## src/rtl/fpu_ss_csr_pkg.sv

```systemverilog
// Shared types and constants for the FPU subsystem floating-point CSR unit.
package fpu_ss_csr_pkg;

  localparam int unsigned XLEN       = 32;
  localparam int unsigned CSR_ADDR_W = 12;
  localparam int unsigned FFLAGS_W   = 5;
  localparam int unsigned FRM_W      = 3;

  typedef enum logic [1:0] {
    CSR_RW         = 2'd0,
    CSR_RS         = 2'd1,
    CSR_RC         = 2'd2,
    CSR_OP_ILLEGAL = 2'd3
  } csr_op_e;

  localparam logic [CSR_ADDR_W-1:0] CSR_FFLAGS = 12'h001;
  localparam logic [CSR_ADDR_W-1:0] CSR_FRM    = 12'h002;
  localparam logic [CSR_ADDR_W-1:0] CSR_FCSR   = 12'h003;

  typedef struct packed {
    logic nv;
    logic dz;
    logic of;
    logic uf;
    logic nx;
  } fflags_t;

  typedef struct packed {
    csr_op_e               op;
    logic [CSR_ADDR_W-1:0] addr;
    logic [XLEN-1:0]       wdata;
  } csr_req_t;

  // Zicsr read-modify-write; the illegal op leaves the old value untouched.
  function automatic logic [XLEN-1:0] csr_apply(input csr_op_e op,
                                                input logic [XLEN-1:0] old_val,
                                                input logic [XLEN-1:0] wdata);
    case (op)
      CSR_RW:  return wdata;
      CSR_RS:  return old_val | wdata;
      CSR_RC:  return old_val & ~wdata;
      default: return old_val;
    endcase
  endfunction

endpackage

```

## src/rtl/fpu_ss_fcsr_unit_if.sv

```systemverilog
// CSR request/response bus between the offload decoder and the fcsr unit.
interface fpu_ss_fcsr_unit_if;
  import fpu_ss_csr_pkg::*;

  logic                  csr_valid;
  logic                  csr_ready;
  csr_op_e               csr_op;
  logic [CSR_ADDR_W-1:0] csr_addr;
  logic [XLEN-1:0]       csr_wdata;
  logic                  csr_rsp_valid;
  logic                  csr_rsp_ready;
  logic [XLEN-1:0]       csr_rdata;
  logic                  csr_err;

  modport master (
    output csr_valid, csr_op, csr_addr, csr_wdata, csr_rsp_ready,
    input  csr_ready, csr_rsp_valid, csr_rdata, csr_err
  );

  modport slave (
    input  csr_valid, csr_op, csr_addr, csr_wdata, csr_rsp_ready,
    output csr_ready, csr_rsp_valid, csr_rdata, csr_err
  );
endinterface

```

## src/rtl/fpu_ss_inflight_cnt.sv

```systemverilog
// Saturating up/down counter of FPU operations outstanding.
module fpu_ss_inflight_cnt #(
  parameter int unsigned MAX_INFLIGHT = 4,
  parameter int unsigned CNT_W        = $clog2(MAX_INFLIGHT + 1)
) (
  input  logic             clk_i,
  input  logic             rst_i,
  input  logic             inc_i,
  input  logic             dec_i,
  output logic [CNT_W-1:0] cnt_o,
  output logic             full_o,
  output logic             empty_o
);

  logic [CNT_W-1:0] cnt_q;

  always_ff @(posedge clk_i) begin
    if (rst_i) begin
      cnt_q <= '0;
    end else if (inc_i && !dec_i && !full_o) begin
      cnt_q <= cnt_q + CNT_W'(1);
    end else if (dec_i && !inc_i && !empty_o) begin
      cnt_q <= cnt_q - CNT_W'(1);
    end
  end

  assign cnt_o   = cnt_q;
  assign full_o  = (cnt_q == CNT_W'(MAX_INFLIGHT));
  assign empty_o = (cnt_q == '0);

  // A retire with nothing in flight means the FPU and this tracker disagree.
  no_underflow_a: assert property (@(posedge clk_i) disable iff (rst_i) !(dec_i && empty_o));

endmodule

```

## src/rtl/fpu_ss_fcsr_unit.sv

```systemverilog
// fflags/frm/fcsr CSR unit: drains in-flight FPU ops before each CSR access
// so accrued flags are ordered with respect to CSR reads and writes.
module fpu_ss_fcsr_unit
  import fpu_ss_csr_pkg::*;
#(
  parameter int unsigned      MAX_INFLIGHT = 4,
  parameter logic [FRM_W-1:0] RESET_FRM    = 3'b000
) (
  input  logic                clk_i,
  input  logic                rst_i,
  fpu_ss_fcsr_unit_if.slave   csr,
  input  logic                fpu_issue_valid_i,
  output logic                fpu_issue_ready_o,
  input  logic                fpu_out_valid_i,
  input  logic [FFLAGS_W-1:0] fpu_status_i,
  output logic [FRM_W-1:0]    frm_o,
  output logic                frm_illegal_o,
  output logic                fpu_idle_o
);

  localparam int unsigned CNT_W = $clog2(MAX_INFLIGHT + 1);

  typedef enum logic [1:0] {S_IDLE, S_DRAIN, S_EXEC, S_RESP} state_e;

  state_e           state_q;
  csr_req_t         req_q;
  fflags_t          fflags_q;
  logic [FRM_W-1:0] frm_q;
  logic             ready_q;
  logic             rsp_valid_q;
  logic             err_q;
  logic [XLEN-1:0]  rdata_q;

  logic [CNT_W-1:0] cnt;
  logic             cnt_full;
  logic             cnt_empty;
  logic             issue_fire;
  logic             drain_done;
  logic             req_err;
  logic [XLEN-1:0]  old_val;
  logic [XLEN-1:0]  new_val;

  fpu_ss_inflight_cnt #(
    .MAX_INFLIGHT (MAX_INFLIGHT),
    .CNT_W        (CNT_W)
  ) u_inflight_cnt (
    .clk_i   (clk_i),
    .rst_i   (rst_i),
    .inc_i   (issue_fire),
    .dec_i   (fpu_out_valid_i),
    .cnt_o   (cnt),
    .full_o  (cnt_full),
    .empty_o (cnt_empty)
  );

  assign fpu_issue_ready_o = (state_q == S_IDLE) && !csr.csr_valid && !cnt_full;
  assign issue_fire        = fpu_issue_valid_i && fpu_issue_ready_o;

  // Drain completes in the cycle the last op retires, so its flags land before EXEC.
  assign drain_done = fpu_out_valid_i ? (cnt == CNT_W'(1)) : cnt_empty;

  // Read source and error decode for the captured request.
  always_comb begin
    old_val = '0;
    req_err = 1'b0;
    case (req_q.addr)
      CSR_FFLAGS: old_val = XLEN'(FFLAGS_W'(fflags_q));
      CSR_FRM:    old_val = XLEN'(frm_q);
      CSR_FCSR:   old_val = XLEN'({frm_q, FFLAGS_W'(fflags_q)});
      default:    req_err = 1'b1;
    endcase
    if (req_q.op == CSR_OP_ILLEGAL) req_err = 1'b1;
  end

  assign new_val = csr_apply(req_q.op, old_val, req_q.wdata);

  always_ff @(posedge clk_i) begin
    if (rst_i) begin
      state_q     <= S_IDLE;
      req_q       <= '{op: CSR_RW, addr: '0, wdata: '0};
      fflags_q    <= '0;
      frm_q       <= RESET_FRM;
      ready_q     <= 1'b1;
      rsp_valid_q <= 1'b0;
      err_q       <= 1'b0;
      rdata_q     <= '0;
    end else begin
      if (fpu_out_valid_i) fflags_q <= fflags_t'(FFLAGS_W'(fflags_q) | fpu_status_i);
      case (state_q)
        S_IDLE: begin
          if (csr.csr_valid) begin
            req_q   <= '{op: csr.csr_op, addr: csr.csr_addr, wdata: csr.csr_wdata};
            ready_q <= 1'b0;
            state_q <= (cnt_empty && !fpu_out_valid_i) ? S_EXEC : S_DRAIN;
          end
        end
        S_DRAIN: begin
          if (drain_done) state_q <= S_EXEC;
        end
        S_EXEC: begin
          rsp_valid_q <= 1'b1;
          state_q     <= S_RESP;
          err_q       <= req_err;
          rdata_q     <= req_err ? '0 : old_val;
          if (!req_err) begin
            if (req_q.addr != CSR_FRM)    fflags_q <= fflags_t'(new_val[FFLAGS_W-1:0]);
            if (req_q.addr == CSR_FRM)    frm_q    <= new_val[FRM_W-1:0];
            if (req_q.addr == CSR_FCSR)   frm_q    <= new_val[FFLAGS_W +: FRM_W];
          end
        end
        S_RESP: begin
          if (csr.csr_rsp_ready) begin
            rsp_valid_q <= 1'b0;
            ready_q     <= 1'b1;
            state_q     <= S_IDLE;
          end
        end
        default: state_q <= S_IDLE;
      endcase
    end
  end

  assign csr.csr_ready     = ready_q;
  assign csr.csr_rsp_valid = rsp_valid_q;
  assign csr.csr_rdata     = rdata_q;
  assign csr.csr_err       = err_q;
  assign frm_o             = frm_q;
  assign frm_illegal_o     = (frm_q > 3'd4);
  assign fpu_idle_o        = cnt_empty;

endmodule
```

## src/flat_wrapper.sv

```systemverilog
// flat-port wrapper written by rule: the top's interface ports become plain ports
module fpu_ss_fcsr_unit_flat import fpu_ss_csr_pkg::*;
#(
  parameter int unsigned      MAX_INFLIGHT = 4,
  parameter logic [FRM_W-1:0] RESET_FRM    = 3'b000
)
  (clk_i, rst_i, fpu_issue_valid_i, fpu_issue_ready_o, fpu_out_valid_i, fpu_status_i, frm_o, frm_illegal_o, fpu_idle_o, csr_csr_valid, csr_csr_op, csr_csr_addr, csr_csr_wdata, csr_csr_rsp_ready, csr_csr_ready, csr_csr_rsp_valid, csr_csr_rdata, csr_csr_err);
  fpu_ss_fcsr_unit_if csr_i ();
  input  logic clk_i;
  input  logic rst_i;
  input  logic fpu_issue_valid_i;
  output logic fpu_issue_ready_o;
  input  logic fpu_out_valid_i;
  input  logic [FFLAGS_W-1:0] fpu_status_i;
  output logic [FRM_W-1:0] frm_o;
  output logic frm_illegal_o;
  output logic fpu_idle_o;
  input wire logic [$bits(csr_i.csr_valid)-1:0] csr_csr_valid;
  input wire logic [$bits(csr_i.csr_op)-1:0] csr_csr_op;
  input wire logic [$bits(csr_i.csr_addr)-1:0] csr_csr_addr;
  input wire logic [$bits(csr_i.csr_wdata)-1:0] csr_csr_wdata;
  input wire logic [$bits(csr_i.csr_rsp_ready)-1:0] csr_csr_rsp_ready;
  output wire logic [$bits(csr_i.csr_ready)-1:0] csr_csr_ready;
  output wire logic [$bits(csr_i.csr_rsp_valid)-1:0] csr_csr_rsp_valid;
  output wire logic [$bits(csr_i.csr_rdata)-1:0] csr_csr_rdata;
  output wire logic [$bits(csr_i.csr_err)-1:0] csr_csr_err;
  assign csr_i.csr_valid = csr_csr_valid;
  assign csr_i.csr_op = csr_csr_op;
  assign csr_i.csr_addr = csr_csr_addr;
  assign csr_i.csr_wdata = csr_csr_wdata;
  assign csr_i.csr_rsp_ready = csr_csr_rsp_ready;
  assign csr_csr_ready = csr_i.csr_ready;
  assign csr_csr_rsp_valid = csr_i.csr_rsp_valid;
  assign csr_csr_rdata = csr_i.csr_rdata;
  assign csr_csr_err = csr_i.csr_err;
  fpu_ss_fcsr_unit #(.MAX_INFLIGHT(MAX_INFLIGHT), .RESET_FRM(RESET_FRM)) u_core (.clk_i(clk_i), .rst_i(rst_i), .csr(csr_i), .fpu_issue_valid_i(fpu_issue_valid_i), .fpu_issue_ready_o(fpu_issue_ready_o), .fpu_out_valid_i(fpu_out_valid_i), .fpu_status_i(fpu_status_i), .frm_o(frm_o), .frm_illegal_o(frm_illegal_o), .fpu_idle_o(fpu_idle_o));
endmodule
```

## config.mk

```make
export PLATFORM = sky130hd
export DESIGN_NAME = fpu_ss_fcsr_unit_flat
export DESIGN_NICKNAME = d
export VERILOG_FILES = /design/src/rtl/fpu_ss_csr_pkg.sv /design/src/rtl/fpu_ss_fcsr_unit_if.sv /design/src/rtl/fpu_ss_inflight_cnt.sv /design/src/rtl/fpu_ss_fcsr_unit.sv /design/src/flat_wrapper.sv
export SDC_FILE = /design/constraint.sdc
export NUM_CORES = 1
export LEC_CHECK = 0
export ABC_AREA = 1
export BUFFER_PORTS_ARGS = -buffer_cell sky130_fd_sc_hd__buf_2
export CORE_MARGIN = 2
export CORE_UTILIZATION = 49
export DETAILED_ROUTE_END_ITERATION = 8
export GPL_ROUTABILITY_DRIVEN = 0
export PLACE_DENSITY = 0.81
export SLEW_MARGIN = 20
export SYNTH_ARGS = -nofsm -noshare
export SYNTH_HDL_FRONTEND = slang
export SYNTH_HIERARCHICAL = 1
export SYNTH_SLANG_ARGS = --single-unit
```

## constraint.sdc

```tcl
create_clock -name clk_i -period 2.4 [get_ports clk_i]
set_input_delay 0.12 -clock clk_i [delete_from_list [all_inputs] [get_ports clk_i]]
set_output_delay 0.12 -clock clk_i [all_outputs]
set_load 0.02 [all_outputs]
```

==> out/results.ini, run 1 <==
[run_status]
status = complete, no violations

[layout]
fin_area_um2 = 2780
final_layout_size_suffix_gt1_share_pct = 22.4
insertedDiodeCount = 0
num-nets-final = 450
areaGrowthSynthToFinish_pct = 12.5
utilization_pct = 58.0

[flow_run]
cap_violations = 0

[sta]
finalWorstSetupSlack_ns = 0.309
max_freq_mhz = 478
hold_ws_ns = 0.0641
setup_viol = 0
grt_setup_unrepaired = no
finalSetupTns_ns = 0
clock-skew-final_ns = 0.0104
final-hold-violation-count = 0
tightest_slew_ns = 0.739
final_max_slew_viol_count = 0
slew_headroom_pct = 50.7
period_needed_ns = 2.09
fin_crit_sh_pct = 87.1

[floorplanning]
die_x_um = 75.0
start_util_pct = 51.6
dieArea_um2 = 5620
io-pin-count = 98
rows = 25
die_height_um = 75.0
coreArea_um2 = 4790

[detailed_routing]
postRouteWirelength_mm = 4.87
ant_nets = 0
wl_per_cell_um = 10.7
viasPerCell = 4.77
drc_errors = 0
vias = 2169
drtPass1Iterations = 4
drt-initial-drc-count = 106

[place]
dp_hpwl_mm = 3.66
place_ws_ns = 0.271
io_buffer_count = 49
placed_area_um2 = 2680

[yosys]
synth_top_area_share_pct = 37.3
synth_top_cell_by_area = dfxtp_1
async_reset_ff_share_pct = 0
ys_top_cells_by_area = dfxtp_1 (37%), buf_4 (7.3%), nand2_1 (7.2%)
ys_ff_latch = 46
avgSynthCellArea_um2 = 7.26
synthFlopType = dfxtp_1
synthTopCellsByCount = nand2_1 (47), nor2_1 (47), dfxtp_1 (46)
yosysSeqAreaShare_pct = 37.3
syn-cell-area_um2 = 2470
synth_cells = 340
synth_cell_types = 33
synth-edff-count = 0
yosys_warnings = 6

[power]
ir_worst_vdd_mv = 0.431
p_per_area_nw_per_um2 = 901
p_comb_share_pct = 38.9
p_sw_share_pct = 40.9
power_frac_seq_pct = 41.5
leakage_uw = 0.00131
pwr-share-clk_pct = 19.6
power_switching_uw = 1020
p_int_uw = 1480

[global_routing]
grt_max_degree = 34
first_global_vias = 1831
grt_usage_pct = 18.6
grt_pass1_wl_mm = 8.01
overflow = 0
antenna_found_initial = 0

[setup_path]
start_kind = register
worstPathArrival_ns = 2.29
timing.critical_path.to = u_core/u_inflight_cnt/cnt_o[2]
worstSetupPathType = reg -> reg
crit_required_ns = 2.59
rr_worst_depth = 12
startpoint = u_core/state_q[0]
worstReg2RegStart = u_core/state_q[0]
end_kind = register
rrSetupSlack_ns = 0.31
reg2reg_to = u_core/u_inflight_cnt/cnt_o[2]
cp_max_fo = 4

[clock_network]
clkTransAtPathRegs_ns = 0.08
htree_levels = 2
clockBufferDepth = 2
post-cts-setup-buffers = 0
cts_sinks = 46
cts_tree = yes
ctsRootBufferMaster = clkbuf_8
cts.hold.buffers_added = 0
clk_latency_ns = 0.30
cts_buffers = 5

[hold_path]
hp-class = in -> reg
holdCritStartpoint = csr_csr_addr[9]

==> through the flow <==
stage,cells,total power (uW)
floorplan,363,1840
global placement,447,1990
detailed placement,447,2020
CTS,455,2510
global route,455,2710
finish,455,2500
==> registers in the layout, summed over array words and instances, names as in the netlist, 2 cells and up <==
register	count
u_core/fflags_q	5
u_core/u_inflight_cnt/cnt_o	3
u_core/state_q	2
u_core/frm_o	3
u_core/csr.csr_rdata	8
u_core/req_q	22
==> routing by layer <==
layer  routed length [um]  vias to the layer above  track usage, %
met3                  317                        9            5.22
met2                 2250                       63            30.2
li1                     -                     1146               -
met4                   73                        0            6.55
met1                 2230                      951            23.8
met5                    0                        -               0
==> repair_timing <==
action / in CTS / in global routing
resized for setup: 0 / 1
endpoints found under the hold margin: 0 / 0
endpoints found under the setup margin: 0 / 1
==> worst min path at each step <==
stage / depth (start not counted) / slack, ns / end
finish: 3 / 0.06 / u_core/req_q[41]
detailed placement: 3 / 0.38 / u_core/req_q[41]
CTS: 3 / 0.06 / u_core/req_q[41]
global placement: 3 / 0.37 / u_core/req_q[41]
floorplan: 1 / 0.19 / u_core/u_inflight_cnt/cnt_o[0]
global route: 3 / 0.07 / u_core/req_q[34]
==> power groups by stage <==
stage	sequential [uW]	combinational, uW	clock, uW
5_1_grt	1060	1110	530
3_3_place_gp	1050	945	0
3_5_place_dp	1050	966	0
4_1_cts	1040	970	507
6_report	1040	971	490
2_1_floorplan	1040	793	0
==> cell usage in the layout, fill, tap and decap left out, drive strengths merged <==
cell type | synthesis | layout
dfxtp | 46 | 46
conb | 1 | 24
clkbuf | 7 | 6
nand2 | 53 | 53
o211ai | 1 | 1
nand3 | 16 | 16
nor2 | 57 | 57
nor3b | 2 | 2
buf | 26 | 50
o22ai | 3 | 3
ha | 5 | 5
a22oi | 4 | 4
o21ai | 39 | 39
a211oi | 1 | 1
clkinv | 0 | 1
a21oi | 36 | 36
clkinvlp | 0 | 1
fa | 1 | 1
o2111ai | 1 | 1
nand4 | 1 | 1
inv | 40 | 40
==> worst max-delay path: stages (launching register included) <==
cell	delay (ns)
dfxtp_1	0.34
inv_1	0.12
ha_1	0.20
nand2_1	0.12
nor3b_2	0.20
inv_1	0.05
nor2_1	0.14
nand2_2	0.10
fa_1	0.39
inv_1	0.06
nand3_1	0.08
a21oi_1	0.13
nor2_1	0.06
==> cells by family after synthesis <==
group                      synth area share [%]
AOI/OAI and AO/OA                          19.6
DFF                                        37.3
adders and majority gates                  3.35
and+or+nand+nor                            24.7
other                                     0.152
buffers and inverters                      14.8
==> area by class of cell <==
type | count | area (um2)
repair buffers | 50 | 253
clock buffers | 6 | 82.6
clock inverters | 2 | 12.5
inverters | 40 | 150
flip-flops and latches | 46 | 921
fillers | 472 | 2010
well taps | 67 | 83.8
multi-input cells | 244 | 1270
No activity file was read; power rests on OpenSTA's default activity.
==> inputs of run 2 (changes only) <==
Settings changed: ABC_AREA 1 to 0, PLACE_DENSITY 0.81 to 0.8.
==> run 2 against run 1 <==
Register-to-register slack got worse by 0.28 ns. Combinational power up 1%. Highest routed layer unchanged. Critical endpoint unchanged. Total power decreased by 2.8%. Sequential power down 4%. Clock skew down 0.0039 ns. Worst setup slack worse by 0.28 ns. Critical path type unchanged.
==> out/results.ini, run 2 <==
[layout]
final_cell_mix = nand2_1 (55), buf_2 (49), dfxtp_1 (44)
fin_area_um2 = 2850
areaGrowthSynthToFinish_pct = 14.9
utilization_pct = 59.2
regMostFlops = u_core/req_q
largest_register_ff_count = 22
insertedDiodeCount = 0
final_layout_size_suffix_gt1_share_pct = 26.0
nFillCells = 461
num-nets-final = 413
layout_commonest_cell = nand2_1

[sta]
grt_setup_unrepaired = yes
period_needed_ns = 2.37
clock-skew-final_ns = 0.00656
slew_headroom_pct = 45.9
setup_viol = 0
tightest_slew_ns = 0.811
fin_crit_sh_pct = 98.6
final-hold-violation-count = 0
final_max_slew_viol_count = 0
max_freq_mhz = 423

[clock_network]
clockBufferDepth = 2
cts_buffers = 5
htree_levels = 2
cts.hold.buffers_added = 0
clkTransAtPathRegs_ns = 0.08
clk_latency_ns = 0.29
cts_tree = yes
ctsRootBufferMaster = clkbuf_8
cts_sinks = 46

[detailed_routing]
drc_errors = 0
drt-initial-drc-count = 153
wl_per_cell_um = 12.5
vias = 2150
ant_nets = 0
postRouteWirelength_mm = 5.22
drtPass1Iterations = 4
viasPerCell = 5.16

[setup_path]
rrSetupSlack_ns = 0.03
critPathMaxStageDelay_ns = 0.37
worstReg2RegStart = u_core/state_q[0]
end_kind = register
cp_slowest_cell = or3b_4
worstSetupPathType = reg -> reg
crit_required_ns = 2.60
rr_worst_depth = 10
worstPathArrival_ns = 2.56
cp_max_fo = 4
start_kind = register
reg2reg_to = u_core/u_inflight_cnt/cnt_o[2]
cp_cell_sequence = inv_2 -> ha_4 -> nand2b_4 -> nor2_4 -> and2_4 -> or3b_4 -> fa_2 -> and3b_2 -> and3_4 -> a2111oi_4

[yosys]
synth_cells = 302
syn-cell-area_um2 = 2480
ys_top_cells_by_area = dfxtp_1 (37%), nand2_1 (8.3%), a21oi_1 (7.7%)
yosys_warnings = 6
synth_top_cell_by_area = dfxtp_1
yosysSeqAreaShare_pct = 37.1
synth_cell_types = 58
ys_ff_latch = 46
synth-edff-count = 0
synthTopCellsByCount = nand2_1 (55), dfxtp_1 (46), a21oi_1 (38)
yosysMostFrequentCell = nand2_1
synth_top_area_share_pct = 37.1
async_reset_ff_share_pct = 0
synthFlopType = dfxtp_1
avgSynthCellArea_um2 = 8.22

[global_routing]
grt_pass1_wl_mm = 8.14
overflow = 0
grt_usage_pct = 18.5
grt_max_degree = 29
first_global_vias = 1883
antenna_found_initial = 0

[floorplanning]
io-pin-count = 98
dieArea_um2 = 5650
start_util_pct = 51.6
die_x_um = 75.2
die_height_um = 75.2
coreArea_um2 = 4820
rows = 25

[place]
io_buffer_count = 49
dp_hpwl_mm = 3.83
placed_area_um2 = 2740

[power]
p_per_area_nw_per_um2 = 851
ir_worst_vdd_mv = 0.328
leakage_uw = 0.00115

[run_status]
status = complete, no violations

[hold_path]
holdCritStartpoint = csr_csr_wdata[6]
whs_endpoint = u_core/req_q[6]
hold_path_depth = 3
hp-class = in -> reg

[flow_run]
cap_violations = 0

==> run 2: cell count changes in the layout (fill, tap and decap cells not counted), moves of 4 or more <==
cell,previous run,this run
o21ai_1,7,1
buf_4,1,10
inv_1,36,13
nand2_1,47,55
nor2b_1,0,4
o21ai_0,31,7
nor2_2,6,0
nand2_2,4,0
nor2_1,47,11
nand3_1,14,2
nand2b_1,0,8
nand4_1,1,5
==> run 2: through the flow <==
step,power [uW],setup TNS [ns],setup slack (ns),cells,hold WS (ns)
6_report,2430,0,0.0337,417,0.0614
5_1_grt,2590,-0.0625,-0.0625,417,0.0543
4_1_cts,2410,0,0.0398,416,0.0522
3_5_place_dp,1970,0,0.0428,409,0.364
3_3_place_gp,1940,0,0.107,409,0.362
2_1_floorplan,1760,0,0.0142,325,0.196
==> run 2: how the worst max path moves through the flow <==
stage,startpoint,end,depth (start not counted)
detailed placement,u_core/state_q[1],u_core/u_inflight_cnt/cnt_o[2],10
floorplan,u_core/state_q[1],u_core/u_inflight_cnt/cnt_o[2],10
global route,u_core/state_q[0],u_core/u_inflight_cnt/cnt_o[2],10
global placement,u_core/state_q[1],u_core/u_inflight_cnt/cnt_o[2],10
finish,u_core/state_q[0],u_core/u_inflight_cnt/cnt_o[2],10
CTS,u_core/state_q[1],u_core/u_inflight_cnt/cnt_o[2],10
==> run 2: final cells by class <==
class	instances	area (um2)	share of cell area, %
well taps	67	83.8	2.94
multi-input cells	223	1390	48.5
repair buffers	59	320	11.2
inverters	15	58.8	2.06
flip-flops and latches	46	926	32.4
clock inverters	1	7.51	0.263
clock buffers	6	72.6	2.54
==> run 2: layer usage <==
| layer | up-vias | wire (um) | GRT usage [%] |
|---|---|---|---|
| met5 | - | 0 | 0 |
| met1 | 977 | 2410 | 23.7 |
| met3 | 5 | 293 | 3.21 |
| met4 | 0 | 59 | 6.63 |
| met2 | 66 | 2450 | 31.5 |
| li1 | 1102 | - | - |
==> run 2: power breakdown <==
part           switching [uW]  internal (uW)
Sequential                118            886
Clock                     242            200
Combinational             577            405
==> run 2: what timing repair did <==
item                                    4_1_cts  5_1_grt
setup buffers                                 0        1
endpoints found under the hold margin         0        0
resized for setup                             0        4
endpoints found under the setup margin        0        1
==> run 2: critical path: cells and delay by family, from the launching register on <==
kind	cells	cell delay (ns)
adders and majority gates	2	0.52
buffers and inverters	1	0.09
AOI/OAI and AO/OA	1	0.25
DFF	1	0.34
and+or+nand+nor	6	1.08
==> run 2: cells by family after synthesis <==
family / after synthesis / share of synthesized area, %
AO/OA/AOI/OAI: 84 / 23.2
XOR/XNOR: 2 / 0.705
adder cells (fa/ha/maj): 6 / 3.32
buffers and inverters: 56 / 12.9
flip-flops: 46 / 37.1
other: 1 / 0.151
AND/OR/NAND/NOR: 107 / 22.6
==> inputs of run 3 (changes only) <==
Settings changed: REMOVE_ABC_BUFFERS set to 1.
==> run 3 against run 2 <==
Count of clock-buffer cells in the layout stayed put. Clock power is 11% higher. Sequential share of layout area is 1.2 points lower. Total power is 6.8% higher. Sequential power hardly changed. Highest routed layer unchanged. Critical path depth stayed put. Final cell count is 3.1% higher. Cell area is 3.7% higher. Critical endpoint unchanged. Register-to-register slack better by 0.06 ns. Maximum frequency is 2.7% higher.
==> out/results.ini, run 3 (synthesis gave the netlist of run 2 again) <==
[setup_path]
worstSetupPathType = reg -> reg
cp_max_fo = 2
critPathMaxStageDelay_ns = 0.38
start_kind = register
crit_required_ns = 2.58
cp_cell_sequence = inv_2 -> ha_4 -> nand2b_4 -> nor2_4 -> and2_4 -> or3b_4 -> fa_2 -> and3b_2 -> a211oi_2 -> a2111oi_4
worstPathArrival_ns = 2.48
end_kind = register
cp_slowest_cell = fa_2

[power]
ir_worst_vdd_mv = 0.390
pwr-share-clk_pct = 18.9
leakage_uw = 0.00122
power_frac_seq_pct = 38.2
power_switching_uw = 985
p_int_uw = 1610
p_comb_share_pct = 42.9
p_sw_share_pct = 38.0
p_per_area_nw_per_um2 = 876

[sta]
slew_headroom_pct = 51.2
grt_setup_unrepaired = yes
finalWorstSetupSlack_ns = 0.0967
period_needed_ns = 2.30
setup_viol = 0
fin_crit_sh_pct = 96.0
hold_ws_ns = 0.0517
final_max_slew_viol_count = 0
clock-skew-final_ns = 0.00612
max_freq_mhz = 434
final-hold-violation-count = 0
tightest_slew_ns = 0.732

[clock_network]
clk_latency_ns = 0.30
htree_levels = 2
clockBufferDepth = 2
clkTransAtPathRegs_ns = 0.09
cts_buffers = 5
cts_tree = yes
ctsRootBufferMaster = clkbuf_8
cts.hold.buffers_added = 0
cts_sinks = 46

[place]
place_inst = 416
dp_hpwl_mm = 3.91
io_buffer_count = 49
place_ws_ns = -0.230

[layout]
largest_register_ff_count = 22
final_layout_size_suffix_gt1_share_pct = 28.9
final_cell_mix = nand2_1 (55), buf_2 (49), dfxtp_1 (44)
num-nets-final = 425
layout_commonest_cell = nand2_1
stdcell_count = 430
areaGrowthSynthToFinish_pct = 19.2
insertedDiodeCount = 0
regMostFlops = u_core/req_q
utilization_pct = 61.5

[global_routing]
antenna_found_initial = 0
first_global_vias = 1985
grt_max_degree = 24
overflow = 0
grt_pass1_wl_mm = 8.80
grt_usage_pct = 20.0

[detailed_routing]
wl_per_cell_um = 12.7
drc_errors = 0
postRouteWirelength_mm = 5.45
drt-initial-drc-count = 157
viasPerCell = 5.11
drtPass1Iterations = 4
vias = 2197
ant_nets = 0

[flow_run]
cap_violations = 0

[floorplanning]
start_util_pct = 51.6
coreArea_um2 = 4820
die_x_um = 75.2
rows = 25
io-pin-count = 98
die_height_um = 75.2
dieArea_um2 = 5650

[hold_path]
hp-class = in -> reg

[run_status]
status = complete, no violations

==> run 3: power groups by stage <==
| stage | Sequential [uW] | Clock, uW | Combinational (uW) |
|---|---|---|---|
| finish | 990 | 490 | 1110 |
| global route | 1010 | 529 | 1240 |
| CTS | 986 | 501 | 1060 |
| detailed placement | 1000 | 0 | 966 |
| global placement | 995 | 0 | 933 |
| floorplan | 1030 | 0 | 599 |
==> run 3: metrics by stage <==
stage | power [uW] | instance area [um2] | TNS, ns
6_report | 2590 | 2960 | 0
5_1_grt | 2770 | 2960 | -0.0208
4_1_cts | 2540 | 2930 | 0
3_5_place_dp | 1970 | 2750 | -0.230
3_3_place_gp | 1930 | 2750 | -0.0868
2_1_floorplan | 1630 | 2300 | -0.535
==> run 3: path summary, 6_finish.rpt <==
kind / start / to / slack [ns] / cells past startpoint
worst min-delay path: csr_csr_addr[1] / u_core/req_q[33] / 0.05 / 3
worst min register to register: u_core/req_q[7] / u_core/req_q[7] / 0.46 / 2
worst max register to register: u_core/state_q[0] / u_core/u_inflight_cnt/cnt_o[2] / 0.1 / 10
worst max-delay path: u_core/state_q[0] / u_core/u_inflight_cnt/cnt_o[2] / 0.1 / 10
==> run 3: timing repair <==
action                     in CTS  in global routing
gates resized for setup        12                  4
buffers inserted                4                  2
pin swaps                       5                  8
setup endpoints to repair       1                  1
==> run 3: area by class of cell <==
class	instances	area, um2
clock buffer	6	82.6
sequential	46	923
clock inverter	2	12.5
inverter	15	56.3
multi-input combinational	223	1390
fill	453	1860
timing repair buffer	71	410
tap	67	83.8
==> run 3: layer usage <==
layer	track usage, %	wire [um]	share of wire (%)
met1	25.0	2380	44
met2	33.7	2650	49
met3	4.69	318	5.8
met4	7.60	104	1.9
met5	0	0	0
==> run 3: worst max-delay path: cells and delay by family (launching register included) <==
family	cells	cell delay, ns
adder cells (fa/ha/maj)	2	0.53
buffers and inverters	1	0.07
flip-flops	1	0.33
AND/OR/NAND/NOR	5	0.90
AO/OA/AOI/OAI	2	0.35
